**src/rtl/rtype_issue_sequencer.sv**
```systemverilog
// rtype_issue_sequencer: buffers RV32I R-type instructions in a small FIFO and
// steps each through DECODE / EXEC / WRITE, driving the register-file and ALU
// controls and reporting retirement, zero flag and illegal encodings.
module rtype_issue_sequencer #(
  parameter int FIFO_DEPTH = 4,
  parameter int CNT_W      = 16
) (
  input  logic             clock,
  input  logic             reset,
  input  logic             instr_valid,
  output logic             instr_ready,
  input  logic [31:0]      instr,
  output logic [4:0]       read_reg_num1,
  output logic [4:0]       read_reg_num2,
  output logic [4:0]       write_reg,
  output logic [3:0]       alu_control,
  output logic             regwrite,
  input  logic             zero_flag,
  output logic             done_valid,
  output logic             done_zero,
  output logic             illegal,
  output logic             busy,
  output logic [CNT_W-1:0] retired_count
);

  localparam int PTR_W = $clog2(FIFO_DEPTH);
  localparam logic [PTR_W:0] FULL_CNT = (PTR_W + 1)'(FIFO_DEPTH);

  typedef enum logic [1:0] {IDLE, DECODE, EXEC, WRITE} state_t;

  state_t           state_reg, state_next;
  logic [31:0]      fifo_mem [FIFO_DEPTH];
  logic [PTR_W-1:0] wr_ptr_reg, rd_ptr_reg;
  logic [PTR_W:0]   count_reg;
  logic [31:0]      ir_reg;
  logic             push, pop;
  logic             legal;
  logic [3:0]       alu_code;

  logic [4:0]       rs1_reg, rs2_reg, rd_reg;
  logic [3:0]       alu_reg;
  logic             done_valid_reg, done_zero_reg, illegal_reg;
  logic [CNT_W-1:0] retired_reg;

  // Ready is withheld while reset is asserted so nothing is accepted then.
  assign instr_ready = reset && (count_reg != FULL_CNT);
  assign push        = instr_valid && instr_ready;
  assign busy        = (state_reg != IDLE) || (count_reg != '0);

  // Instruction storage; only the pointers and count need resetting.
  always_ff @(posedge clock) begin
    if (push) fifo_mem[wr_ptr_reg] <= instr;
  end

  // FIFO pointers, occupancy and the instruction register loaded on pop.
  always_ff @(posedge clock or negedge reset) begin
    if (!reset) begin
      wr_ptr_reg <= '0;
      rd_ptr_reg <= '0;
      count_reg  <= '0;
      ir_reg     <= '0;
    end else begin
      if (push) wr_ptr_reg <= wr_ptr_reg + 1'b1;
      if (pop) begin
        rd_ptr_reg <= rd_ptr_reg + 1'b1;
        ir_reg     <= fifo_mem[rd_ptr_reg];
      end
      if (push && !pop)      count_reg <= count_reg + 1'b1;
      else if (!push && pop) count_reg <= count_reg - 1'b1;
    end
  end

  // Legality check and ALU operation decode of the instruction register.
  always_comb begin
    legal    = 1'b0;
    alu_code = 4'b0000;
    if (ir_reg[6:0] == 7'b0110011) begin
      if (ir_reg[31:25] == 7'b0000000) legal = 1'b1;
      else if (ir_reg[31:25] == 7'b0100000 &&
               (ir_reg[14:12] == 3'b000 || ir_reg[14:12] == 3'b101)) legal = 1'b1;
    end
    case ({ir_reg[30], ir_reg[14:12]})
      4'b0_000: alu_code = 4'b0010;
      4'b1_000: alu_code = 4'b0110;
      4'b0_001: alu_code = 4'b0011;
      4'b0_010: alu_code = 4'b0111;
      4'b0_011: alu_code = 4'b1000;
      4'b0_100: alu_code = 4'b0100;
      4'b0_101: alu_code = 4'b0101;
      4'b1_101: alu_code = 4'b1001;
      4'b0_110: alu_code = 4'b0001;
      4'b0_111: alu_code = 4'b0000;
      default:  alu_code = 4'b0000;
    endcase
  end

  // State register.
  always_ff @(posedge clock or negedge reset) begin
    if (!reset) state_reg <= IDLE;
    else        state_reg <= state_next;
  end

  // Next-state and FIFO pop; WRITE chains straight into DECODE when work waits.
  always_comb begin
    state_next = state_reg;
    pop        = 1'b0;
    case (state_reg)
      IDLE: begin
        if (count_reg != '0) begin
          pop        = 1'b1;
          state_next = DECODE;
        end
      end
      DECODE: state_next = legal ? EXEC : IDLE;
      EXEC:   state_next = WRITE;
      WRITE: begin
        if (count_reg != '0) begin
          pop        = 1'b1;
          state_next = DECODE;
        end else begin
          state_next = IDLE;
        end
      end
      default: state_next = IDLE;
    endcase
  end

  // Datapath fields, completion/illegal pulses and the retired counter.
  always_ff @(posedge clock or negedge reset) begin
    if (!reset) begin
      rs1_reg        <= '0;
      rs2_reg        <= '0;
      rd_reg         <= '0;
      alu_reg        <= '0;
      done_valid_reg <= 1'b0;
      done_zero_reg  <= 1'b0;
      illegal_reg    <= 1'b0;
      retired_reg    <= '0;
    end else begin
      if (state_reg == DECODE && legal) begin
        rs1_reg <= ir_reg[19:15];
        rs2_reg <= ir_reg[24:20];
        rd_reg  <= ir_reg[11:7];
        alu_reg <= alu_code;
      end
      illegal_reg    <= (state_reg == DECODE) && !legal;
      done_valid_reg <= (state_reg == WRITE);
      done_zero_reg  <= (state_reg == WRITE) && zero_flag;
      if (state_reg == WRITE) retired_reg <= retired_reg + 1'b1;
    end
  end

  assign read_reg_num1 = rs1_reg;
  assign read_reg_num2 = rs2_reg;
  assign write_reg     = rd_reg;
  assign alu_control   = alu_reg;
  // Writes to x0 are suppressed; the instruction still retires.
  assign regwrite      = (state_reg == WRITE) && (rd_reg != 5'd0);
  assign done_valid    = done_valid_reg;
  assign done_zero     = done_zero_reg;
  assign illegal       = illegal_reg;
  assign retired_count = retired_reg;

endmodule

```
**config.mk**
```make
export PLATFORM = sky130hd
export DESIGN_NAME = rtype_issue_sequencer
export DESIGN_NICKNAME = d
export VERILOG_FILES = /design/src/rtl/rtype_issue_sequencer.sv
export SDC_FILE = /design/constraint.sdc
export NUM_CORES = 1
export LEC_CHECK = 0
export ABC_AREA = 1
export CORE_ASPECT_RATIO = 0.9
export CORE_UTILIZATION = 45
export DETAILED_ROUTE_END_ITERATION = 12
export PLACE_DENSITY = 0.72
export SYNTH_ARGS = -nofsm -noshare
export SYNTH_HDL_FRONTEND = slang
export SYNTH_SLANG_ARGS = --single-unit
```
**constraint.sdc**
```tcl
create_clock -name clock -period 4.5 [get_ports clock]
set_input_delay 0.9 -clock clock [delete_from_list [all_inputs] [get_ports clock]]
set_output_delay 0.9 -clock clock [all_outputs]
set_load 0.1 [all_outputs]
```
==> impl_metrics.json, run 1 <==
{
  "outcome": "completed",
  "arrival_ns": 2.70,
  "initial_core_util": 0.459,
  "clock.fmax_mhz": 278,
  "synth_nets": 764,
  "nets": 841,
  "fin_skew_ns": 0.0232,
  "die_area_mm2": 0.0193,
  "cts.sinks": 207,
  "cp-startpoint": "state_reg[0]",
  "cts-root-buf": "clkbuf_16",
  "clk_path_buf_depth": 3,
  "report.final.slew_viol_count": 0,
  "syn_area_mm2": 0.00842,
  "power_density_mw_per_mm2": 639,
  "drv_cap": 0,
  "area_growth_pct": 19.8,
  "routed_wl_mm": 16.6,
  "overflow": 0,
  "fp.dieW_um": 146,
  "place_congestion": 0.786,
  "reg2reg_from": "rd_ptr_reg[0]",
  "synth_seq_area_share": 0.692,
  "yosys_register_bits": 207,
  "fin_hold_ws_ns": 0.483,
  "tightest_slew_ns": 1.07,
  "vias": 5290,
  "min_to": "read_reg_num1[1]",
  "cts_tree": "yes",
  "largest_reg_flops": 128,
  "rows": 47,
  "cts_made_buffers": 22,
  "dr.pass1.iters": 4,
  "fillers": 1541,
  "core_mm2": 0.0183,
  "io_pins": 77,
  "grt_setup_unrepaired": "false",
  "ctsResizeCount": 0,
  "cp_max_fo": 10,
  "most-common-layout-cells": "edfxtp_1 (128), nor2_1 (113), o21ai_0 (89)",
  "drcViolationCount": 0,
  "seq_area_mm2": 0.00582,
  "syn_inst": 712,
  "slowest_stage": "clkdlybuf4s50_1",
  "groute.usage.overall": 0.179,
  "vias_per_cell": 5.04,
  "worstHoldStart": "read_reg_num1[1]",
  "crit_family": "buffers and inverters",
  "r2r_end": "ir_reg[13]",
  "grt_max_degree": 80,
  "ant_nets": 0,
  "rr_worst_depth": 6,
  "hold_depth": 2,
  "path_buf_inv": 2,
  "p_leak_nw": 3.94,
  "final.min_clock_period_ns": 3.60,
  "synth_cell_type_count": 34,
  "multiInputGateArea_mm2": 0.00219,
  "fp.dieH_um": 132,
  "max_stage_delay_ns": 1.13,
  "vdd_ir_drop_max_mv": 0.367,
  "r2r_slack_ns": 2.15,
  "antenna_cells": 0,
  "drive_gt1_frac": 0.102,
  "final_common_cell": "edfxtp_1",
  "clock_latency_ns": 0.51,
  "htree_levels": 1,
  "yosysWarnings": 0,
  "first_global_vias": 5271,
  "port_buffers": 76,
  "slew_headroom": 0.285,
  "min-delay-path-class": "reg2reg",
  "setup_viol": 0,
  "post_drt_wl_per_cell_um": 15.8,
  "clk_pin_slew_ns": 0.06,
  "timing.final.crit_share": 0.799,
  "syn_avg_cell_area_um2": 11.8,
  "worst_setup_path_end_kind": "output port",
  "setup_tns_ns": 0,
  "crit_chain": "ha_1, o41ai_1, inv_1, clkdlybuf4s50_1",
  "cts_setup_buffers": 0,
  "finalHoldViolations": 0,
  "drt_iter0_markers": 322,
  "antenna_found_initial": 0,
  "holdBufCountCts": 0,
  "required_ns": 3.60,
  "crit_type": "reg2out",
  "critPathLaunchType": "register",
  "grt_first_pass_wirelength_mm": 27.4,
  "hpwl_mm": 9.77
}
-- through the flow --
step           instances  worst slack, ns   util  total power, mW  cell area (um^2)
2_1_floorplan        712           -0.349      -             4.21              8420
3_3_place_gp        1010             1.47  0.511             4.65              9370
3_5_place_dp        1010             1.38  0.511             4.72              9370
4_1_cts             1050            0.867  0.550             6.50             10100
5_1_grt             1050            0.754  0.550             6.86             10100
6_report            1050            0.904  0.550             6.44             10100
-- worst register-to-register path, stage by stage, from the launching register on --
cell and delay (ns):
dfrtp_2 0.33, buf_4 0.55, inv_2 0.60, o21ai_0 0.39, o22ai_1 0.14, nand2_1 0.08
o21ai_0 0.10
-- report_power, final --
group | internal, mW | switching, mW
logic | 0.606 | 1.51
registers | 2.40 | 0.156
clock network | 1.05 | 0.725
-- Yosys cell counts --
| master | number | area [um^2] |
|---|---|---|
| o22ai_1 | 22 | 138 |
| nor3_4 | 1 | 16.3 |
| nand3_1 | 11 | 55.1 |
| nand2_2 | 5 | 31.3 |
| inv_2 | 3 | 11.3 |
| nor2_1 | 117 | 439 |
| o21ai_0 | 89 | 445 |
| nor2_2 | 2 | 12.5 |
| inv_1 | 59 | 221 |
| edfxtp_1 | 128 | 3840 |
| clkbuf_2 | 1 | 5.00 |
| buf_4 | 5 | 37.5 |
| or2_2 | 1 | 6.26 |
| nand2_1 | 85 | 319 |
| buf_6 | 4 | 45.0 |
| dfrtp_1 | 79 | 1980 |
| buf_2 | 11 | 55.1 |
| o21ai_2 | 17 | 149 |
| o21ai_1 | 4 | 20.0 |
| nand3_2 | 1 | 10.0 |
| clkbuf_1 | 10 | 37.5 |
| a21oi_1 | 2 | 10.0 |
| o41ai_1 | 1 | 8.76 |
| nor3_1 | 1 | 5.00 |
| nand4_1 | 4 | 25.0 |
| o21bai_1 | 1 | 7.51 |
| nand4_4 | 1 | 21.3 |
| xor2_1 | 14 | 123 |
| ha_1 | 15 | 188 |
| fa_1 | 1 | 20.0 |
| a21oi_4 | 1 | 16.3 |
| xnor2_1 | 3 | 26.3 |
| nor2_4 | 2 | 22.5 |
| a31oi_1 | 11 | 68.8 |
-- cells by family (layout without fill, tap and decap cells) --
family                     after synthesis  in the layout  share of synthesized area
DFF                                    207            207                      0.692
xor gates and xnor gates                17             17                     0.0177
buffers and inverters                   93            186                     0.0491
adders and majority gates               16             16                     0.0247
AOI/OAI and AO/OA                      148            148                      0.103
and+or+nand+nor                        231            231                      0.114
-- worst max path at each step --
stage / slack (ns) / endpoint / depth (start not counted)
3_5_place_dp: 1.38 / regwrite / 4
2_1_floorplan: -0.35 / fifo_mem[0][0] / 4
5_1_grt: 0.75 / regwrite / 4
4_1_cts: 0.87 / regwrite / 4
6_report: 0.90 / regwrite / 4
3_3_place_gp: 1.47 / regwrite / 4
-- routing by layer --
metal  GRT usage  part of all wire  vias up
met5           0                 0        -
li1            -                 -     2574
met2       0.288              0.46      137
met1       0.256              0.47     2553
met4      0.0446             0.018        0
met3      0.0298             0.054       26
-- area by class of cell --
type                            count  share of cell area
Clock buffer                       28              0.0588
Tap cell                          245              0.0304
Sequential cell                   207               0.577
Timing Repair Buffer               84              0.0809
Multi-Input combinational cell    412               0.217
Inverter                           62              0.0231
Clock inverter                     12              0.0122
Note: power is estimated with default switching activity, not from simulation.
==> run 2, diff against run 1 <==
==> constraint.sdc (replaced) <==
create_clock -name clock -period 3.8 [get_ports clock]
set_input_delay 0.76 -clock clock [delete_from_list [all_inputs] [get_ports clock]]
set_output_delay 0.76 -clock clock [all_outputs]
set_load 0.1 [all_outputs]
==> run 2 against run 1 <==
Clock power increased by 7%. Register-to-register slack worse by 0.60 ns. Worst hold slack barely moved. Core utilization is 0.35 points lower. Via count decreased by 0.59%. Global-route usage shrank 0.39 points. Critical path depth shrank 3. Final area is 0.64% lower. Sequential power rose by 18%. Largest cell class unchanged.
==> impl_metrics.json, run 2 (same netlist as run 1, synthesis figures left out) <==
{
  "fp.dieH_um": 132,
  "initial_core_util": 0.459,
  "drt_iter0_markers": 328,
  "slowest_stage": "clkdlybuf4s50_1",
  "crit_type": "reg2out",
  "clk_pin_slew_ns": 0.06,
  "cts.sinks": 207,
  "vias_per_cell": 5.01,
  "cts-root-buf": "clkbuf_16",
  "final_common_cell": "edfxtp_1",
  "timing.final.crit_share": 0.757,
  "final_cells": 1050,
  "clock.fmax_mhz": 348,
  "antenna_found_initial": 0,
  "cts_tree": "yes",
  "nets": 841,
  "vdd_ir_drop_max_mv": 0.403,
  "io_pins": 77,
  "holdBufCountCts": 0,
  "overflow": 0,
  "area_growth_pct": 19.1,
  "antenna_cells": 0,
  "grt_first_pass_wirelength_mm": 26.6,
  "place_area_mm2": 0.00938,
  "most-common-layout-cells": "edfxtp_1 (128), nor2_1 (113), o21ai_0 (89)",
  "groute.usage.overall": 0.175,
  "rows": 47,
  "routed_wl_mm": 16.4,
  "htree_levels": 1,
  "port_buffers": 76,
  "critPathLaunchType": "register",
  "clock_latency_ns": 0.51,
  "ant_nets": 0,
  "crit_chain": "clkdlybuf4s50_1",
  "dp_cells": 1010,
  "p_leak_nw": 3.92,
  "total_power_mw": 7.44,
  "finalHoldViolations": 0,
  "max_stage_delay_ns": 1.17,
  "finalInstanceArea_mm2": 0.0100,
  "drcViolationCount": 0,
  "fin_skew_ns": 0.0138,
  "required_ns": 3.04,
  "slew_headroom": 0.299,
  "min-delay-path-class": "reg2reg",
  "tightest_slew_ns": 1.05,
  "hpwl_mm": 9.38,
  "grt_max_degree": 80,
  "core_mm2": 0.0183,
  "fin_hold_ws_ns": 0.482,
  "ctsResizeCount": 0,
  "setup_viol": 0,
  "vias": 5259,
  "first_global_vias": 5229,
  "final.min_clock_period_ns": 2.87,
  "post_drt_wl_per_cell_um": 15.6,
  "grt_setup_unrepaired": "false",
  "largest_reg_flops": 128,
  "clk_path_buf_depth": 3,
  "arrival_ns": 2.11,
  "worst_setup_path_end_kind": "output port",
  "die_area_mm2": 0.0193,
  "cts_made_buffers": 22,
  "report.final.slew_viol_count": 0,
  "outcome": "completed",
  "drv_cap": 0,
  "setup_tns_ns": 0,
  "crit_family": "buffers and inverters",
  "cts_setup_buffers": 0,
  "cp_max_fo": 6,
  "power_density_mw_per_mm2": 743,
  "dr.pass1.iters": 5,
  "drive_gt1_frac": 0.0994,
  "fp.dieW_um": 146,
  "path_buf_inv": 1,
  "place_congestion": 0.791
}
[run 2: final timing paths]
path | from | end | slack (ns) | cells past startpoint
setup reg to reg | count_reg[0] | count_reg[2] | 1.55 | 10
max in group asynchronous | reset | rd_ptr_reg[0] | 2.53 | 2
hold / removal | alu_control[2] | alu_control[2] | 0.48 | 2
setup / recovery | retired_count[3] | retired_count[3] | 0.93 | 1
hold reg to reg | alu_control[2] | alu_control[2] | 0.48 | 2
min in group asynchronous | reset | count_reg[0] | 0.53 | 2
[run 2: worst reg2reg max path, stage by stage, from the launching register on]
cell and delay [ns]:
dfrtp_1 0.41, inv_1 0.12, a31oi_2 0.23, nand2_1 0.24, inv_1 0.15, ha_1 0.15
inv_1 0.06, fa_1 0.37, a21oi_1 0.13, o21ai_0 0.11, xor2_1 0.15
[run 2: cell type report]
class | instances | area [um^2]
Clock buffer | 29 | 577
Clock inverter | 11 | 60.1
Fill cell | 1548 | 8330
Inverter | 62 | 233
Multi-Input combinational cell | 412 | 2200
Sequential cell | 207 | 5820
Tap cell | 245 | 307
Timing Repair Buffer | 84 | 823
[run 2: metal layers]
| layer | up-vias | part of all wire | GRT usage |
|---|---|---|---|
| met5 | - | 0 | 0 |
| met4 | 0 | 0.025 | 0.0567 |
| met3 | 28 | 0.066 | 0.0315 |
| met2 | 151 | 0.45 | 0.282 |
| met1 | 2512 | 0.46 | 0.243 |
| li1 | 2568 | - | - |
[run 2: stage by stage]
step           setup WS, ns   util
2_1_floorplan         0.241      -
3_3_place_gp           1.14  0.511
3_5_place_dp           1.11  0.511
4_1_cts               0.912  0.546
5_1_grt               0.864  0.546
6_report              0.925  0.546
[run 2: power by group]
part / total, mW / leakage (nW) / switching, mW / internal [mW]
combinational: 2.52 / 1.44 / 1.79 / 0.725
clock: 1.90 / 0.314 / 0.832 / 1.07
sequential: 3.02 / 2.17 / 0.187 / 2.84
total: 7.44 / 3.92 / 2.81 / 4.63
